==> src/rtl/mc_control_fsm.sv <==
// Multicycle RV32I main control FSM: sequences fetch/decode/execute/memory/writeback
// and drives datapath selects, with memory wait states, illegal-opcode trap and retire counting.
module mc_control_fsm #(
    parameter int INSTRET_W       = 32,
    parameter bit USE_MEM_READY   = 1'b1,
    parameter bit TRAP_ON_ILLEGAL = 1'b1
) (
    input  logic                 CLK,
    input  logic                 Reset_n,
    input  logic [6:0]           op,
    input  logic                 MemReady,
    output logic                 Branch,
    output logic                 PCUpdate,
    output logic                 RegWrite,
    output logic                 AdrSrc,
    output logic                 MemWrite,
    output logic                 IRWrite,
    output logic [1:0]           ResultSrc,
    output logic [1:0]           ALUSrcA,
    output logic [1:0]           ALUSrcB,
    output logic [1:0]           DecOp,
    output logic                 MemReq,
    output logic                 Illegal,
    output logic                 Halted,
    output logic                 Retire,
    output logic [INSTRET_W-1:0] InstRet,
    output logic [3:0]           State
);
    typedef enum logic [3:0] {
        FETCH    = 4'd0,
        DECODE   = 4'd1,
        MEMADR   = 4'd2,
        MEMREAD  = 4'd3,
        MEMWB    = 4'd4,
        MEMWRITE = 4'd5,
        EXECR    = 4'd6,
        ALUWB    = 4'd7,
        EXECI    = 4'd8,
        JAL      = 4'd9,
        LUI      = 4'd10,
        EXECPC   = 4'd11,
        JUMPREG  = 4'd12,
        BRANCH   = 4'd13,
        TRAP     = 4'd14
    } state_t;

    localparam logic [6:0] OP_LOAD  = 7'b0000011;
    localparam logic [6:0] OP_STORE = 7'b0100011;
    localparam logic [6:0] OP_RTYPE = 7'b0110011;
    localparam logic [6:0] OP_ITYPE = 7'b0010011;
    localparam logic [6:0] OP_JAL   = 7'b1101111;
    localparam logic [6:0] OP_LUI   = 7'b0110111;
    localparam logic [6:0] OP_JALR  = 7'b1100111;
    localparam logic [6:0] OP_BRAN  = 7'b1100011;
    localparam logic [6:0] OP_AUIPC = 7'b0010111;

    state_t               state;
    state_t               next;
    logic                 ready;
    logic                 live;
    logic [13:0]          ctrl;
    logic [INSTRET_W-1:0] instret;

    assign ready = USE_MEM_READY ? MemReady : 1'b1;

    always_comb begin
        next = FETCH;
        case (state)
            FETCH:    if (ready) next = DECODE; else next = FETCH;
            DECODE: begin
                case (op)
                    OP_LOAD, OP_STORE: next = MEMADR;
                    OP_RTYPE:          next = EXECR;
                    OP_ITYPE:          next = EXECI;
                    OP_JAL:            next = JAL;
                    OP_LUI:            next = LUI;
                    OP_JALR:           next = EXECPC;
                    OP_BRAN:           next = BRANCH;
                    OP_AUIPC:          next = ALUWB;
                    default:           if (TRAP_ON_ILLEGAL) next = TRAP; else next = FETCH;
                endcase
            end
            MEMADR:   if (op == OP_LOAD) next = MEMREAD; else next = MEMWRITE;
            MEMREAD:  if (ready) next = MEMWB; else next = MEMREAD;
            MEMWRITE: if (ready) next = FETCH; else next = MEMWRITE;
            EXECR, EXECI, JAL, JUMPREG: next = ALUWB;
            EXECPC:   next = JUMPREG;
            TRAP:     next = TRAP;
            default:  next = FETCH;
        endcase
    end

    // Control word: Branch,PCUpdate,ResultSrc,ALUSrcA,ALUSrcB,RegWrite,AdrSrc,MemWrite,IRWrite,DecOp
    always_comb begin
        ctrl    = '0;
        MemReq  = 1'b0;
        live    = 1'b1;
        Illegal = 1'b0;
        case (state)
            FETCH: begin
                ctrl   = {1'b0, ready, 2'b10, 2'b00, 2'b10, 3'b000, ready, 2'b10};
                MemReq = 1'b1;
            end
            DECODE: begin
                ctrl = 14'b0_0_00_01_01_0_0_0_0_10;
                case (op)
                    OP_LOAD, OP_STORE, OP_RTYPE, OP_ITYPE, OP_JAL,
                    OP_LUI, OP_JALR, OP_BRAN, OP_AUIPC: Illegal = 1'b0;
                    default:                            Illegal = 1'b1;
                endcase
            end
            MEMADR:  ctrl = 14'b0_0_00_10_01_0_0_0_0_10;
            MEMREAD: begin
                ctrl   = 14'b0_0_00_00_00_0_1_0_0_00;
                MemReq = 1'b1;
            end
            MEMWB:   ctrl = 14'b0_0_01_00_00_1_0_0_0_00;
            MEMWRITE: begin
                ctrl   = {8'b0000_0000, 1'b0, 1'b1, ready, 1'b0, 2'b00};
                MemReq = 1'b1;
            end
            EXECR:        ctrl = 14'b0_0_00_10_00_0_0_0_0_11;
            ALUWB:        ctrl = 14'b0_0_00_00_00_1_0_0_0_10;
            EXECI:        ctrl = 14'b0_0_00_10_01_0_0_0_0_11;
            JAL, JUMPREG: ctrl = 14'b0_1_00_01_10_0_0_0_0_10;
            LUI:          ctrl = 14'b0_0_11_00_00_1_0_0_0_10;
            EXECPC:       ctrl = 14'b0_0_00_10_01_0_0_0_0_10;
            BRANCH:       ctrl = 14'b1_0_00_10_00_0_0_0_0_01;
            TRAP:         ctrl = '0;
            default:      live = 1'b0;
        endcase
    end

    assign {Branch, PCUpdate, ResultSrc, ALUSrcA, ALUSrcB,
            RegWrite, AdrSrc, MemWrite, IRWrite, DecOp} = ctrl;

    // An illegal op falling back to FETCH is a discard, not a completed instruction.
    assign Retire  = live && (next == FETCH) && (state != FETCH) && (state != TRAP) && !Illegal;
    assign Halted  = (state == TRAP);
    assign State   = state;
    assign InstRet = instret;

    always_ff @(posedge CLK or negedge Reset_n) begin
        if (!Reset_n) begin
            state   <= FETCH;
            instret <= '0;
        end else begin
            state <= next;
            if (Retire) instret <= instret + INSTRET_W'(1);
        end
    end
endmodule
==> config.mk <==
export PLATFORM = sky130hd
export DESIGN_NAME = mc_control_fsm
export DESIGN_NICKNAME = d
export VERILOG_FILES = /design/src/rtl/mc_control_fsm.sv
export SDC_FILE = /design/constraint.sdc
export NUM_CORES = 1
export LEC_CHECK = 0
export CAP_MARGIN = 30
export CORE_ASPECT_RATIO = 1.2
export CORE_MARGIN = 10
export CORE_UTILIZATION = 45
export CTS_BUF_LIST = sky130_fd_sc_hd__clkbuf_4 sky130_fd_sc_hd__clkbuf_8
export DETAILED_ROUTE_END_ITERATION = 10
export PLACE_DENSITY = 0.74
export SLEW_MARGIN = 20
export SYNTH_ARGS = -nofsm -noshare
export SYNTH_HDL_FRONTEND = slang
export SYNTH_SLANG_ARGS = --single-unit
==> constraint.sdc <==
create_clock -name CLK -period 3.7 [get_ports CLK]
set_input_delay 0.555 -clock CLK [delete_from_list [all_inputs] [get_ports CLK]]
set_output_delay 0.555 -clock CLK [all_outputs]
set_load 0.01 [all_outputs]
==> tab_implementation.tex, run 1 <==
\begin{tabular}{lr}
\hline
Metric & Value \\
\hline
\multicolumn{2}{l}{\textbf{Global routing}} \\
\quad Via count of the first global-routing pass & 2,192 \\
\quad Global-route total usage across every layer & 14.3\% \\
\quad Antenna violations before repair & 0 \\
\quad Grt total ovfl & 0 \\
\quad Largest net degree at the start of global routing & 37 \\
\quad First-pass GRT wire length & 10,700 µm \\
\multicolumn{2}{l}{\textbf{STA}} \\
\quad Final hold viol count & 0 \\
\quad Crit path time final & 3.51 ns \\
\quad Share of the clock period used by the worst path after layout & 94.9\% \\
\quad RSZ-0062 raised after global routing & no \\
\quad Actual slew at the worst max-slew pin & 0.697 ns \\
\quad Total setup violations reported at the end of the flow & 0 \\
\quad Max-slew headroom at the worst pin & 52.3\% \\
\quad Clk\_skew & 0.00320 ns \\
\quad F\_max & 285 MHz \\
\quad Final Max Slew Viols & 0 \\
\quad Worst hold slack & 0.479 ns \\
\multicolumn{2}{l}{\textbf{Yosys}} \\
\quad Count of flip-flops with a built-in enable after synthesis & 0 \\
\quad Flip-flop cell with the highest count after synthesis & sky130\_fd\_sc\_hd\_\_dfrtp\_1 \\
\quad Combined area of all synthesized cells & 0.00253 mm² \\
\quad Number of synthesis warnings & 0 \\
\quad Net count of the mapped netlist & 285 \\
\quad Top cells by area, synth & sky130\_fd\_sc\_hd\_\_dfrtp\_1 (36\%), sky130\_fd\_sc\_hd\_\_xor2\_1 (10\%), sky130\_fd\_sc\_hd\_\_nor4\_2 (5.4\%), sky130\_fd\_sc\_hd\_\_nor3\_1 (3.8\%), sky130\_fd\_sc\_hd\_\_nand2\_1 (3.4\%) \\
\quad Cell variety after synth & 51 \\
\quad Share of synthesized area occupied by flip-flops and latches & 35.6\% \\
\quad Proportion of register bits with asynchronous set or reset after synthesis & 100\% \\
\quad Leading cell type by number of instances after synthesis & sky130\_fd\_sc\_hd\_\_dfrtp\_1 \\
\quad Number of register bits inferred by synthesis & 36 \\
\quad List of most frequent post-synthesis cells & sky130\_fd\_sc\_hd\_\_dfrtp\_1 (36), sky130\_fd\_sc\_hd\_\_xor2\_1 (29), sky130\_fd\_sc\_hd\_\_nand2\_1 (23) \\
\quad Gate count of the mapped netlist & 274 \\
\quad Largest area contributor in the synthesized netlist & sky130\_fd\_sc\_hd\_\_dfrtp\_1 \\
\quad Synthesized area divided by synthesized cell count & 9.24 µm² \\
\quad Fraction of synthesized cell area taken by the top area cell type & 35.6\% \\
\multicolumn{2}{l}{\textbf{Worst setup path}} \\
\quad Slack of the worst reg-to-reg path & 0.65 ns \\
\quad Crit path max fanout & 2 \\
\quad CP required & 3.14 ns \\
\quad Element type at the critical path end & output port \\
\quad Startpoint of the worst-slack reg-to-reg timing path & State[3]\$\_DFF\_PN0\_ \\
\quad Element type at the critical path start & input port \\
\quad Critical Path, Cell by Cell & clkdlybuf4s50\_1 > or4\_4 > o311ai\_2 > nand4\_1 > or4\_1 > nor2\_2 > dlygate4sd2\_1 \\
\quad Endpoint of the worst-slack reg-to-reg timing path & InstRet[7]\$\_DFFE\_PN0P\_ \\
\quad Start-to-end type of the worst setup path & input port to output port \\
\quad Cell class contributing the biggest share of worst-path delay & simple AND/OR/NAND/NOR gates \\
\quad CP peak stage delay & 0.58 ns \\
\quad Number of buffers and inverters on the critical path & 2 \\
\quad Critical path's slowest cell & sky130\_fd\_sc\_hd\_\_or4\_1 \\
\quad Worst setup path startpoint & op[4] \\
\quad Number of cell instances on the worst register-to-register path & 7 \\
\quad Arrival time of data at the critical path endpoint & 2.96 ns \\
\multicolumn{2}{l}{\textbf{Final layout}} \\
\quad Share of layout cells above drive strength 1 & 14.3\% \\
\quad Post-route cell area & 0.00337 mm² \\
\quad Layout Area Growth over Synthesis & 33.2\% \\
\quad Filler cell count in the final layout & 489 \\
\quad Diode insertion count for antenna repair & 0 \\
\quad Layout Nets & 354 \\
\quad Final design utilization & 62.8\% \\
\multicolumn{2}{l}{\textbf{Power and ir drop}} \\
\quad Leakage power of the design & 1.45 nW \\
\quad Peak VDD IR & 0.697 mV \\
\quad Power per cell area & 670 mW/mm² \\
\quad Total power consumption of the routed design & 2.26 mW \\
\multicolumn{2}{l}{\textbf{Routing}} \\
\quad Initial drt markers & 142 \\
\quad Vias per inst & 5.57 \\
\quad Sum of routed wire length over all layers & 6250 µm \\
\quad DR DRC count & 0 \\
\quad Routed length per instance & 15.4 µm \\
\quad Pre-Repair DR Iteration Count & 4 \\
\quad Via count of the routed design & 2,254 \\
\quad Count of antenna-violating nets left after detailed routing & 0 \\
\multicolumn{2}{l}{\textbf{Clock network}} \\
\quad Clock slew seen by the registers of the worst setup and hold paths & 0.07 ns \\
\quad CTS tree & built \\
\quad CTS buffer count & 5 \\
\quad Worst-skew pair later-pin latency & 0.28 ns \\
\quad Master cell of the clock root buffer & sky130\_fd\_sc\_hd\_\_clkbuf\_8 \\
\quad Sink Count & 36 \\
\quad Largest buffer count on any clock path & 2 \\
\quad Max H-tree Level & 2 \\
\quad Buffer count from post-CTS setup fixing & 0 \\
\multicolumn{2}{l}{\textbf{Job}} \\
\quad \# Max-Cap Violations & 0 \\
\multicolumn{2}{l}{\textbf{Hold path}} \\
\quad Worst hold endpoint & InstRet[31]\$\_DFFE\_PN0P\_ \\
\quad Startpoint of the tightest hold check path & InstRet[31]\$\_DFFE\_PN0P\_ \\
\quad Hold depth & 1 \\
\quad Hold Path Class & flip-flop to flip-flop \\
\multicolumn{2}{l}{\textbf{Placement}} \\
\quad Area after DPL & 0.00328 mm² \\
\quad Final weighted congestion in routability-driven placement & 0.809 \\
\quad Number of port buffers & 63 \\
\quad Half-perimeter wire length after detailed placement & 4670 µm \\
\multicolumn{2}{l}{\textbf{Die}} \\
\quad Die Y-Extent & 102 µm \\
\quad Horiz. Die Dim & 88.5 µm \\
\quad Starting density of the core & 47.2\% \\
\quad Number of placement rows & 29 \\
\quad I/O Pins & 64 \\
\quad Die ar. & 0.00904 mm² \\
\quad Core footprint & 0.00537 mm² \\
\multicolumn{2}{l}{\textbf{Status}} \\
\quad Status & finished clean \\
\hline
\end{tabular}
==> routing by layer <==
layer | global-route usage [%] | wire length, µm | vias up
li1 | - | - | 1127
met1 | 18.4 | 2820 | 1075
met2 | 22.7 | 2980 | 47
met3 | 4.14 | 399 | 5
met4 | 3.74 | 46 | 0
met5 | 0 | 0 | -
==> worst max path at each step <==
stage               depth (start not counted)  slack (ns)  endpoint
floorplan                                   7        0.71    Retire
global placement                            7       -0.08    Retire
detailed placement                          7       -0.09    Retire
CTS                                         7        0.17    Retire
global route                                6        0.03    Retire
finish                                      7        0.19    Retire
==> cell type report <==
class | count | area (µm²) | area share (%)
multi-input combinational | 209 | 1490 | 44.3
sequential | 36 | 901 | 26.7
timing repair buffer | 82 | 772 | 22.9
clock buffer | 7 | 96.3 | 2.86
tap | 62 | 77.6 | 2.30
inverter | 9 | 33.8 | 1.00
==> layout by cell type, fill, tap and decap left out, types with 5 or more instances in the layout <==
master,instances
sky130_fd_sc_hd__nor3_1,19
sky130_fd_sc_hd__o21ai_0,5
sky130_fd_sc_hd__nor3b_1,5
sky130_fd_sc_hd__inv_1,9
sky130_fd_sc_hd__nand2_1,23
sky130_fd_sc_hd__nor4_2,11
sky130_fd_sc_hd__a21oi_1,5
sky130_fd_sc_hd__xnor2_1,5
sky130_fd_sc_hd__clkbuf_8,7
sky130_fd_sc_hd__nor2_1,14
sky130_fd_sc_hd__nand4_1,6
sky130_fd_sc_hd__nand2b_1,8
sky130_fd_sc_hd__xor2_1,29
sky130_fd_sc_hd__nor2b_1,9
sky130_fd_sc_hd__nand3_1,12
sky130_fd_sc_hd__clkdlybuf4s50_1,62
sky130_fd_sc_hd__buf_4,19
sky130_fd_sc_hd__dfrtp_1,36
==> flip-flops by register name, indices dropped and copies added, names as in the netlist <==
name	cells
InstRet	32
State	4
==> cells by family after synthesis <==
| group | Yosys count | synth area share [%] |
|---|---|---|
| AND/OR/NAND/NOR | 140 | 35.7 |
| flip-flops | 36 | 35.6 |
| XOR/XNOR | 34 | 11.8 |
| AO/OA/AOI/OAI | 32 | 10.1 |
| buffers and inverters | 29 | 5.58 |
| multiplexers | 2 | 0.840 |
| adder cells (fa/ha/maj) | 1 | 0.494 |
==> metrics by stage <==
step                setup WS (ns)  std cells  setup TNS, ns
detailed placement        -0.0892        398        -0.0892
finish                      0.189        405              0
CTS                         0.172        405              0
global route               0.0283        405              0
global placement          -0.0767        398        -0.0767
floorplan                   0.705        274              0
==> power by group <==
group / internal [mW] / total, mW / leakage, nW / switching (mW)
logic: 0.612 / 1.45 / 0.930 / 0.842
registers: 0.444 / 0.504 / 0.468 / 0.0601
clock network: 0.166 / 0.300 / 0.0503 / 0.134
==> repair_timing <==
action                                  4_1_cts  5_1_grt
endpoints found under the hold margin         0        0
endpoints found under the setup margin        1        0
gates resized for setup                       2        0
hold buffers                                  0        0
Note: power is estimated with default switching activity, not from simulation.
==> run 2, diff against run 1 <==
--- a/config.mk
+++ b/config.mk
@@ -11,6 +11,7 @@
 export CORE_UTILIZATION = 45
 export CTS_BUF_LIST = sky130_fd_sc_hd__clkbuf_4 sky130_fd_sc_hd__clkbuf_8
 export DETAILED_ROUTE_END_ITERATION = 10
+export GPL_ROUTABILITY_DRIVEN = 0
 export PLACE_DENSITY = 0.74
 export SLEW_MARGIN = 20
 export SYNTH_ARGS = -nofsm -noshare
==> run 2 against run 1 <==
Register-to-register slack better by 0.07 ns. Maximum frequency down 1.0%. Clock power up 2%. Final cell count up 0.49%. Count of clock-buffer cells in the layout up 1. Global-route usage up 0.21 points. Worst setup slack worse by 0.037 ns. Power up 1.4%. Sequential power up 5.8%. Combinational power about the same. Critical path type unchanged. Largest power group unchanged.
==> tab_implementation.tex, run 2 (synthesized netlist as in run 1, its figures left out) <==
\begin{tabular}{lr}
\hline
Metric & Value \\
\hline
\multicolumn{2}{l}{\textbf{Status}} \\
\quad Status & finished clean \\
\multicolumn{2}{l}{\textbf{Hold path}} \\
\quad Hold Path Class & flip-flop to flip-flop \\
\quad Startpoint of the tightest hold check path & InstRet[31]\$\_DFFE\_PN0P\_ \\
\multicolumn{2}{l}{\textbf{Final layout}} \\
\quad Seq. cell area & 901 µm² (unchanged) \\
\quad Layout Area Growth over Synthesis & 33.5\% \\
\quad Commonest non-fill, non-tap cell in the layout & sky130\_fd\_sc\_hd\_\_clkdlybuf4s50\_1 \\
\quad Combined area of the multi-input logic cells & 0.00149 mm² (unchanged) \\
\quad Top library cells by usage in the layout, fill and taps aside & sky130\_fd\_sc\_hd\_\_clkdlybuf4s50\_1 (62), sky130\_fd\_sc\_hd\_\_dfrtp\_1 (36), sky130\_fd\_sc\_hd\_\_xor2\_1 (29) \\
\quad Layout Nets & 355 (+0.28\%) \\
\quad Share of layout cells above drive strength 1 & 14.8\% (+0.50 points) \\
\quad Diode insertion count for antenna repair & 0 (unchanged) \\
\quad Number of flip-flops under the largest register name & 32 (unchanged) \\
\quad Filler cell count in the final layout & 477 (-2.5\%) \\
\quad Final Instance Count excl. Fillers & 407 (+0.49\%) \\
\quad Post-route cell area & 0.00338 mm² (+0.26\%) \\
\multicolumn{2}{l}{\textbf{STA}} \\
\quad Worst hold slack & 0.478 ns (-0.000734 ns) \\
\quad Post-route setup slack & 0.152 ns (-0.0369 ns) \\
\quad Crit path time final & 3.55 ns (+0.0369 ns) \\
\quad Total setup violations reported at the end of the flow & 0 (unchanged) \\
\quad Clk\_skew & 0.00591 ns (+0.00271 ns) \\
\quad Max-slew headroom at the worst pin & 62.3\% (+10 points) \\
\quad Final Max Slew Viols & 0 (unchanged) \\
\quad RSZ-0062 raised after global routing & no \\
\quad F\_max & 282 MHz (-1.0\%) \\
\quad Final hold viol count & 0 (unchanged) \\
\quad Share of the clock period used by the worst path after layout & 95.9\% (+1.0 points) \\
\quad Actual slew at the worst max-slew pin & 0.551 ns (-0.146 ns) \\
\multicolumn{2}{l}{\textbf{Die}} \\
\quad I/O Pins & 64 (unchanged) \\
\quad Horiz. Die Dim & 88.5 µm (unchanged) \\
\quad Die ar. & 0.00904 mm² (unchanged) \\
\quad Starting density of the core & 47.2\% (unchanged) \\
\quad Die Y-Extent & 102 µm (unchanged) \\
\quad Number of placement rows & 29 (unchanged) \\
\quad Core footprint & 0.00537 mm² (unchanged) \\
\multicolumn{2}{l}{\textbf{Routing}} \\
\quad Count of antenna-violating nets left after detailed routing & 0 (unchanged) \\
\quad DR DRC count & 0 (unchanged) \\
\quad Routed length per instance & 16.0 µm (+3.6\%) \\
\quad Vias per inst & 5.57 (about the same) \\
\quad Pre-Repair DR Iteration Count & 4 (unchanged) \\
\quad Via count of the routed design & 2,266 (+0.53\%) \\
\quad Sum of routed wire length over all layers & 6510 µm (+4.1\%) \\
\quad Initial drt markers & 140 (-1.4\%) \\
\multicolumn{2}{l}{\textbf{Job}} \\
\quad \# Max-Cap Violations & 0 (unchanged) \\
\multicolumn{2}{l}{\textbf{Worst setup path}} \\
\quad Arrival time of data at the critical path endpoint & 2.99 ns (+0.03 ns) \\
\quad Worst setup path startpoint & op[4] \\
\quad Crit path max fanout & 2 (unchanged) \\
\quad Element type at the critical path end & output port \\
\quad Element type at the critical path start & input port \\
\quad CP required & 3.14 ns (about the same) \\
\quad Start-to-end type of the worst setup path & input port to output port \\
\quad Startpoint of the worst-slack reg-to-reg timing path & State[2]\$\_DFF\_PN0\_ \\
\multicolumn{2}{l}{\textbf{Clock network}} \\
\quad Clock slew seen by the registers of the worst setup and hold paths & 0.07 ns (about the same) \\
\quad Worst-skew pair later-pin latency & 0.29 ns (about the same) \\
\quad Max H-tree Level & 2 (unchanged) \\
\quad Sink Count & 36 (unchanged) \\
\quad CTS buffer count & 5 (unchanged) \\
\quad Largest buffer count on any clock path & 2 (unchanged) \\
\quad CTS tree & built \\
\quad Buffer count from post-CTS setup fixing & 0 (unchanged) \\
\quad Master cell of the clock root buffer & sky130\_fd\_sc\_hd\_\_clkbuf\_8 \\
\multicolumn{2}{l}{\textbf{Power and ir drop}} \\
\quad Leakage power of the design & 1.46 nW (+0.48\%) \\
\quad Peak VDD IR & 0.719 mV (+3.2\%) \\
\quad Total power consumption of the routed design & 2.29 mW (+1.4\%) \\
\quad Power per cell area & 677 mW/mm² (+1.1\%) \\
\multicolumn{2}{l}{\textbf{Placement}} \\
\quad Number of port buffers & 63 (unchanged) \\
\quad Half-perimeter wire length after detailed placement & 4730 µm (+1.3\%) \\
\quad Dpl ws & -0.132 ns (-0.0426 ns) \\
\quad Area after DPL & 0.00328 mm² (+0.23\%) \\
\quad Placed cells & 399 (+0.25\%) \\
\multicolumn{2}{l}{\textbf{Global routing}} \\
\quad Via count of the first global-routing pass & 2,241 (+2.2\%) \\
\quad Largest net degree at the start of global routing & 37 (unchanged) \\
\quad Global-route total usage across every layer & 14.5\% (+0.21 points) \\
\quad Antenna violations before repair & 0 (unchanged) \\
\quad Grt total ovfl & 0 (unchanged) \\
\quad First-pass GRT wire length & 10,600 µm (about the same) \\
\hline
\end{tabular}
run 2: final cells by class:
class	count	area share, %
Tap cell	62	2.29
Sequential cell	36	26.6
Inverter	9	0.999
Multi-Input combinational cell	209	44.1
Timing Repair Buffer	83	23.0
Clock buffer	8	2.89
run 2: power breakdown:
group | switching, mW | internal, mW | total, mW | leakage (nW)
Clock | 0.139 | 0.167 | 0.306 | 0.0523
Combinational | 0.831 | 0.620 | 1.45 | 0.935
Sequential | 0.0901 | 0.443 | 0.533 | 0.468
Total | 1.06 | 1.23 | 2.29 | 1.46
run 2: metrics by stage:
stage               setup TNS (ns)  utilization (%)
CTS                              0             63.0
global placement           -0.0850             61.1
detailed placement          -0.132             61.1
finish                           0             63.0
global route                     0             63.0
floorplan                        0                -
run 2: final timing paths:
| kind | endpoint | cells after the start | slack, ns |
|---|---|---|---|
| min in group asynchronous | InstRet[30]$_DFFE_PN0P_ | 2 | 0.67 |
| max in group asynchronous | State[0]$_DFF_PN0_ | 2 | 2.70 |
| max reg2reg | InstRet[3]$_DFFE_PN0P_ | 7 | 0.72 |
| max | Retire | 7 | 0.15 |
| min reg2reg | InstRet[31]$_DFFE_PN0P_ | 1 | 0.48 |
| min | InstRet[31]$_DFFE_PN0P_ | 1 | 0.48 |
run 2: layer usage:
layer / track usage [%] / wire length [µm] / share of wire (%) / up-vias
li1: - / - / - / 1128
met1: 17.7 / 2850 / 44 / 1077
met2: 23.7 / 3160 / 49 / 57
met3: 4.30 / 464 / 7.1 / 4
met4: 4.86 / 36 / 0.55 / 0
met5: 0 / 0 / 0 / -
run 2: what timing repair did:
item,4_1_cts,5_1_grt
gates resized for setup,2,0
endpoints found under the setup margin,1,0
hold buffers,0,0
run 2: worst max-delay path, stage by stage:
cell and delay (ns):
sky130_fd_sc_hd__clkdlybuf4s50_1 0.42, sky130_fd_sc_hd__or4_4 0.55, sky130_fd_sc_hd__o311ai_2 0.26, sky130_fd_sc_hd__nand4_1 0.17, sky130_fd_sc_hd__or4_1 0.58, sky130_fd_sc_hd__nor2_2 0.17, sky130_fd_sc_hd__dlygate4sd2_1 0.29
